==> src/rtl/controle_partida_if.sv <==
// Map memory port of the match sequencer: shared address/write data,
// per-map write enables and per-map read data (valid one cycle after address).
interface controle_partida_if;
    logic       mem1_we;
    logic       mem2_we;
    logic [5:0] mem_addr;
    logic [1:0] mem_wdata;
    logic [1:0] mem1_rdata;
    logic [1:0] mem2_rdata;

    modport master (
        output mem1_we, mem2_we, mem_addr, mem_wdata,
        input  mem1_rdata, mem2_rdata
    );

    modport slave (
        input  mem1_we, mem2_we, mem_addr, mem_wdata,
        output mem1_rdata, mem2_rdata
    );
endinterface

==> src/rtl/controle_partida.sv <==
// Naval-battle match sequencer: placement routing, shot arbitration, score and winner.
// Optional turn timeout enabled by defining TIMEOUT_TURNO_EN.
module controle_partida #(
    parameter int unsigned ACERTOS_VITORIA = 10
`ifdef TIMEOUT_TURNO_EN
    , parameter int unsigned TIMEOUT_CICLOS = 1000
`endif
) (
    input  logic                       clk,
    input  logic                       reset,
    input  logic                       on,
    input  logic                       mode,
    input  logic                       pos_start,
    input  logic                       pos_we,
    input  logic [5:0]                 pos_addr,
    input  logic [1:0]                 pos_data,
    input  logic                       tiro_valida,
    input  logic [2:0]                 tiro_x,
    input  logic [2:0]                 tiro_y,
    controle_partida_if.master         mem,
    output logic                       pos_on,
    output logic                       pos_reinicia,
    output logic                       jog_on,
    output logic                       jogador,
    output logic                       tiro_pronto,
    output logic                       acertou_tiro,
    output logic                       repetido,
    output logic                       fim,
    output logic                       vencedor
);

    localparam int unsigned CNT_W = 7;
    localparam int unsigned TO_W  = 32;

    localparam logic [1:0] AGUA           = 2'b00;
    localparam logic [1:0] NAVIO          = 2'b01;
    localparam logic [1:0] NAVIO_ATINGIDO = 2'b10;
    localparam logic [1:0] AGUA_ATINGIDA  = 2'b11;

    typedef enum logic [2:0] {
        DESL, POS_J1, POS_J2, ESPERA, TIRO_LE, TIRO_AVALIA, FIM
    } estado_t;

    estado_t            estado;
    logic [CNT_W-1:0]   acertos_j1;
    logic [CNT_W-1:0]   acertos_j2;
    logic [CNT_W-1:0]   acertos_prox;
    logic [1:0]         dado_oponente;
`ifdef TIMEOUT_TURNO_EN
    logic [TO_W-1:0]    to_cnt;
`endif

    // J1 (jogador=0) shoots at map 2, J2 at map 1
    assign dado_oponente = jogador ? mem.mem1_rdata : mem.mem2_rdata;
    assign acertos_prox  = (jogador ? acertos_j2 : acertos_j1) + CNT_W'(1);

    always_ff @(posedge clk or negedge reset) begin
        if (!reset) begin
            estado        <= DESL;
            acertos_j1    <= '0;
            acertos_j2    <= '0;
            mem.mem1_we   <= 1'b0;
            mem.mem2_we   <= 1'b0;
            mem.mem_addr  <= '0;
            mem.mem_wdata <= '0;
            pos_on        <= 1'b0;
            pos_reinicia  <= 1'b0;
            jog_on        <= 1'b0;
            jogador       <= 1'b0;
            tiro_pronto   <= 1'b0;
            acertou_tiro  <= 1'b0;
            repetido      <= 1'b0;
            fim           <= 1'b0;
            vencedor      <= 1'b0;
`ifdef TIMEOUT_TURNO_EN
            to_cnt        <= '0;
`endif
        end else begin
            // Strobes default low every cycle
            mem.mem1_we   <= 1'b0;
            mem.mem2_we   <= 1'b0;
            pos_reinicia  <= 1'b0;
            tiro_pronto   <= 1'b0;
            acertou_tiro  <= 1'b0;
            repetido      <= 1'b0;
`ifdef TIMEOUT_TURNO_EN
            to_cnt        <= '0;
`endif
            if (!on) begin
                estado        <= DESL;
                acertos_j1    <= '0;
                acertos_j2    <= '0;
                mem.mem_addr  <= '0;
                mem.mem_wdata <= '0;
                pos_on        <= 1'b0;
                jog_on        <= 1'b0;
                jogador       <= 1'b0;
                fim           <= 1'b0;
                vencedor      <= 1'b0;
            end else begin
                case (estado)
                    DESL: begin
                        estado <= POS_J1;
                        pos_on <= 1'b1;
                    end
                    POS_J1: begin
                        mem.mem1_we   <= pos_we;
                        mem.mem_addr  <= pos_addr;
                        mem.mem_wdata <= pos_data;
                        if (pos_start) begin
                            estado       <= POS_J2;
                            pos_reinicia <= 1'b1;
                        end
                    end
                    POS_J2: begin
                        mem.mem2_we   <= pos_we;
                        mem.mem_addr  <= pos_addr;
                        mem.mem_wdata <= pos_data;
                        if (pos_start) begin
                            estado  <= ESPERA;
                            jogador <= mode;
                            pos_on  <= 1'b0;
                            jog_on  <= 1'b1;
                        end
                    end
                    ESPERA: begin
                        if (tiro_valida) begin
                            mem.mem_addr <= {tiro_y, tiro_x};
                            estado       <= TIRO_LE;
                        end
`ifdef TIMEOUT_TURNO_EN
                        else if (to_cnt == TO_W'(TIMEOUT_CICLOS - 1)) begin
                            jogador     <= ~jogador;
                            tiro_pronto <= 1'b1;
                        end else begin
                            to_cnt <= to_cnt + TO_W'(1);
                        end
`endif
                    end
                    TIRO_LE: begin
                        estado <= TIRO_AVALIA;
                    end
                    TIRO_AVALIA: begin
                        tiro_pronto <= 1'b1;
                        estado      <= ESPERA;
                        case (dado_oponente)
                            NAVIO: begin
                                mem.mem1_we   <= jogador;
                                mem.mem2_we   <= ~jogador;
                                mem.mem_wdata <= NAVIO_ATINGIDO;
                                acertou_tiro  <= 1'b1;
                                if (jogador) acertos_j2 <= acertos_prox;
                                else         acertos_j1 <= acertos_prox;
                                if (acertos_prox == CNT_W'(ACERTOS_VITORIA)) begin
                                    estado <= FIM;
                                    jog_on <= 1'b0;
                                end
                            end
                            AGUA: begin
                                mem.mem1_we   <= jogador;
                                mem.mem2_we   <= ~jogador;
                                mem.mem_wdata <= AGUA_ATINGIDA;
                                jogador       <= ~jogador;
                            end
                            default: begin
                                repetido <= 1'b1;
                            end
                        endcase
                    end
                    FIM: begin
                        // Winner is the shooter: a hit never passes the turn
                        fim      <= 1'b1;
                        vencedor <= jogador;
                        jog_on   <= 1'b0;
                    end
                    default: begin
                        estado <= DESL;
                    end
                endcase
            end
        end
    end

endmodule

==> src/flat_wrapper.sv <==
// flat-port wrapper written by rule: the top's interface ports become plain ports
module controle_partida_flat 
#(
    parameter int unsigned ACERTOS_VITORIA = 10

)
  (clk, reset, on, mode, pos_start, pos_we, pos_addr, pos_data, tiro_valida, tiro_x, tiro_y, pos_on, pos_reinicia, jog_on, jogador, tiro_pronto, acertou_tiro, repetido, fim, vencedor, mem_mem1_we, mem_mem2_we, mem_mem_addr, mem_mem_wdata, mem_mem1_rdata, mem_mem2_rdata);
  controle_partida_if mem_i ();
  input  logic clk;
  input  logic reset;
  input  logic on;
  input  logic mode;
  input  logic pos_start;
  input  logic pos_we;
  input  logic [5:0] pos_addr;
  input  logic [1:0] pos_data;
  input  logic tiro_valida;
  input  logic [2:0] tiro_x;
  input  logic [2:0] tiro_y;
  output logic pos_on;
  output logic pos_reinicia;
  output logic jog_on;
  output logic jogador;
  output logic tiro_pronto;
  output logic acertou_tiro;
  output logic repetido;
  output logic fim;
  output logic vencedor;
  output wire logic [$bits(mem_i.mem1_we)-1:0] mem_mem1_we;
  output wire logic [$bits(mem_i.mem2_we)-1:0] mem_mem2_we;
  output wire logic [$bits(mem_i.mem_addr)-1:0] mem_mem_addr;
  output wire logic [$bits(mem_i.mem_wdata)-1:0] mem_mem_wdata;
  input wire logic [$bits(mem_i.mem1_rdata)-1:0] mem_mem1_rdata;
  input wire logic [$bits(mem_i.mem2_rdata)-1:0] mem_mem2_rdata;
  assign mem_mem1_we = mem_i.mem1_we;
  assign mem_mem2_we = mem_i.mem2_we;
  assign mem_mem_addr = mem_i.mem_addr;
  assign mem_mem_wdata = mem_i.mem_wdata;
  assign mem_i.mem1_rdata = mem_mem1_rdata;
  assign mem_i.mem2_rdata = mem_mem2_rdata;
  controle_partida #(.ACERTOS_VITORIA(ACERTOS_VITORIA)) u_core (.clk(clk), .reset(reset), .on(on), .mode(mode), .pos_start(pos_start), .pos_we(pos_we), .pos_addr(pos_addr), .pos_data(pos_data), .tiro_valida(tiro_valida), .tiro_x(tiro_x), .tiro_y(tiro_y), .mem(mem_i), .pos_on(pos_on), .pos_reinicia(pos_reinicia), .jog_on(jog_on), .jogador(jogador), .tiro_pronto(tiro_pronto), .acertou_tiro(acertou_tiro), .repetido(repetido), .fim(fim), .vencedor(vencedor));
endmodule
==> config.mk <==
export PLATFORM = sky130hd
export DESIGN_NAME = controle_partida_flat
export DESIGN_NICKNAME = d
export VERILOG_FILES = /design/src/rtl/controle_partida_if.sv /design/src/rtl/controle_partida.sv /design/src/flat_wrapper.sv
export SDC_FILE = /design/constraint.sdc
export NUM_CORES = 1
export LEC_CHECK = 0
export BUFFER_PORTS_ARGS = -buffer_cell sky130_fd_sc_hd__buf_2
export CAP_MARGIN = 20
export CORE_UTILIZATION = 30
export DETAILED_ROUTE_END_ITERATION = 10
export SLEW_MARGIN = 30
export SYNTH_ARGS = -nofsm -noshare
export SYNTH_HDL_FRONTEND = slang
export SYNTH_SLANG_ARGS = --single-unit
==> constraint.sdc <==
create_clock -name clk -period 2.98 [get_ports clk]
set_clock_uncertainty 0.05 [all_clocks]
set_input_delay 0.149 -clock clk [delete_from_list [all_inputs] [get_ports clk]]
set_output_delay 0.149 -clock clk [all_outputs]
set_load 0.03 [all_outputs]
==> impl_results.md <==
- Leakage power: 0.00113 uW
- Initial antenna violation count: 0
- Share of the synthesized area in the top cell type: 45.5%
- XOR/XNOR share of the synthesized area: 2.65%
- RSZ-0062 raised after global routing: false
- Tot GR Track Use: 13.9%
- FF-to-FF setup slack: 0.45 ns
- Status: complete, no violations
- Port bufs: 43
- Met2 usage: 20.6%
- Slowest cell on crit path: or4_4
- Net load switching power: 306 uW
- Final nets: 275
- CTS max path bufs: 2
- Met3 usage: 3.78%
- Min Hold Slack: 0.0756 ns
- Pre-antenna DRT Iters: 4
- Ratio of cells with drive above 1 in the final layout: 24.5%
- Slew HR: 46.4%
- Layout fillers: 642
- Die Width: 83.2 microns
- IO Pins: 44
- Diode count: 0
- Type of the worst setup path: register to register
- M1 GR Usage: 19.5%
- Overflow after GRT: 0
- Post-Synth Simple-Gate Area: 20.5%
- Placed cell areas: 2240 sq um
- CORE AREA: 6350 sq um
- Setup-failing EPs final: 0
- Area grow syn2layout: 19.1%
- CP Launch Type: register
- Area contributors post-synth: dfrtp_1, mux2i_1, nor2_1
- Min-Delay Path Class: input pin to register
- Post-Synth Adder-Cell Area: 1.26%
- Post-Syn Area: 1980 sq um
- CP cell instances: mux2i_1 -> inv_1 -> ha_1 -> nand4b_1 -> a22oi_2 -> xnor2_1 -> or4_4 -> a32o_1
- DR vias/cell: 4.93
- Max-cap viol count: 0
- Drc violations: 0
- Routed wire length: 4550 microns
- Crit path DAT: 2.67 ns
- HPWL after detailed placement: 3200 microns
- Synthesized flop and latch total: 36
- Setup repair bufs after CTS: 0
- Sequential-to-total area share from yosys stat: 45.5%
- Flop pwr share: 47.2%
- Final Max Tran Viols: 0
- Final period util: 84.8%
- Compound-Gate Fraction of Synth Area: 15.3%
- Synth area leader: dfrtp_1
- Syn_nets: 234
- Die Ht: 83.2 microns
- Power share of the clock group: 38.4%
- Row cnt: 29
- Latest clock arrival within the worst-skew pair: 0.29 ns
- IR drop worst, VDD: 0.175 mV
- Htree depth: 2
- Initial DRC count: 135
- Cell-internal power: 814 uW
- Actual slew at the worst max-slew pin: 0.804 ns
- CTS Buf Count: 5
- Mapped Cells: 207
- FFs w/ async S/R, synth: 100%
- Die area: 6930 sq um
- PwrDens: 475 nW/um^2
- Wire per inst: 14.0 microns
- Mux cell area share after synthesis: 10.1%
- Largest net degree at the start of global routing: 37
- Synth Area per Inst: 9.56 sq um
- Via count: 1608
- Vias in the first global route: 1523
- Post-route ant nets: 0
- CP top delay family: simple AND/OR/NAND/NOR gates
- Count leader, synth: dfrtp_1
- Crit Path Max Fanout: 6
- Yosys cell types: 43
- Post-synth EDFFs: 0
- Gpl congestion: 0.821
- Synth top cells by count: dfrtp_1, nor2_1, nand2_1
- Largest family of logic cells by synthesized area: simple AND/OR/NAND/NOR gates
- Final Hold Viols: 0
- CP bufs+invs: 1
- Root buffer cell: clkbuf_8
- First-pass GRT wire length: 7700 microns
- Post-layout util: 37.1%
- Initial Utilization: 31.2%
- Fin area: 2360 sq um
- Max incr delay on CP: 0.57 ns
- # clock sinks: 36
- Most used DFF post-synth: dfrtp_1
- Synth warn: 0
- CTS tree: yes
- Busiest layer in global routing: met2
- Required time of the critical path: 3.12 ns
- Comb pwr share: 14.4%
- Net Sw Frac: 27.3%
- Worst-path clk slew: 0.08 ns
- CP Capture Type: register
- Setup tns final: 0 ns
- Final min period: 2.53 ns
- Max frequency: 396 MHz
==> sequential cells by signal, summed over array words and instances, names as in the netlist, 2 cells and up <==
register              flops
u_core.estado             3
u_core.acertos_j1         7
u_core.mem.mem_wdata      2
u_core.mem.mem_addr       6
u_core.acertos_j2         7
==> stage by stage <==
stage / setup slack (ns) / total power [uW] / cells
after CTS: 0.464 / 1140 / 326
after global routing: 0.314 / 1180 / 326
after detailed placement: 0.482 / 700 / 317
final: 0.452 / 1120 / 326
after global placement: 0.537 / 699 / 317
after floorplan: 0.0728 / 642 / 207
==> path summary, 6_finish.rpt <==
path / end / depth (start not counted) / start
max reg2reg: u_core.jog_on$_DFFE_PN0P_ / 8 / u_core.jogador$_DFFE_PN0P_
min in group asynchronous: u_core.jog_on$_DFFE_PN0P_ / 2 / reset
min: u_core.mem.mem1_we$_DFF_PN0_ / 3 / pos_we
min reg2reg: u_core.mem.mem_addr[0]$_DFFE_PN0P_ / 2 / u_core.mem.mem_addr[0]$_DFFE_PN0P_
max in group asynchronous: u_core.mem.mem_addr[3]$_DFFE_PN0P_ / 2 / reset
max: u_core.jog_on$_DFFE_PN0P_ / 8 / u_core.jogador$_DFFE_PN0P_
==> cells in the final DEF (no fill, tap or decap), drive strengths merged, types with 2 or more instances in the layout <==
| cell type | count |
|---|---|
| a211oi | 2 |
| a21oi | 13 |
| a22o | 2 |
| a22oi | 3 |
| a2bb2oi | 2 |
| a31oi | 3 |
| buf | 44 |
| clkbuf | 5 |
| dfrtp | 36 |
| ha | 2 |
| inv | 8 |
| mux2i | 20 |
| nand2 | 24 |
| nand3 | 5 |
| nand3b | 4 |
| nand4 | 2 |
| nand4b | 2 |
| nor2 | 29 |
| nor2b | 3 |
| nor3 | 3 |
| o21ai | 5 |
| o31a | 2 |
| o31ai | 6 |
| or2 | 2 |
| or3 | 3 |
| xnor2 | 5 |
==> final cells by class <==
class,count,area [sq um],share of cell area (%)
tap,77,96.3,4.09
clock inverter,3,42.5,1.80
timing repair buffer,45,233,9.87
sequential,36,901,38.2
inverter,8,30.0,1.27
multi-input combinational,152,986,41.8
clock buffer,5,68.8,2.92
==> cells by family after synthesis <==
group                      Yosys count
muxes                               20
AOI/OAI and AO/OA                   43
and+or+nand+nor                     81
adders and majority gates            2
buffers and inverters               19
DFF                                 36
xor gates and xnor gates             6
==> power groups by stage <==
stage / Sequential, uW / Combinational (uW) / Clock [uW]
4_1_cts: 529 / 163 / 444
3_3_place_gp: 538 / 161 / 0
6_report: 529 / 161 / 431
5_1_grt: 533 / 177 / 466
3_5_place_dp: 538 / 162 / 0
2_1_floorplan: 566 / 75.4 / 0
==> worst min-delay path, cell delays in order <==
cell	delay, ns
buf_2	0.11
nand2_1	0.06
a21oi_1	0.06
==> layer usage <==
layer	up-vias	routed length [microns]
met4	0	56
met3	5	212
met1	750	2260
met2	41	2020
li1	812	-
met5	-	0
==> timing repair <==
action | in CTS | in global routing
hold buffers | 1 | 0
resized for setup | 0 | 0
endpoints found under the hold margin | 36 | 0
Note: power is estimated with default switching activity, not from simulation.
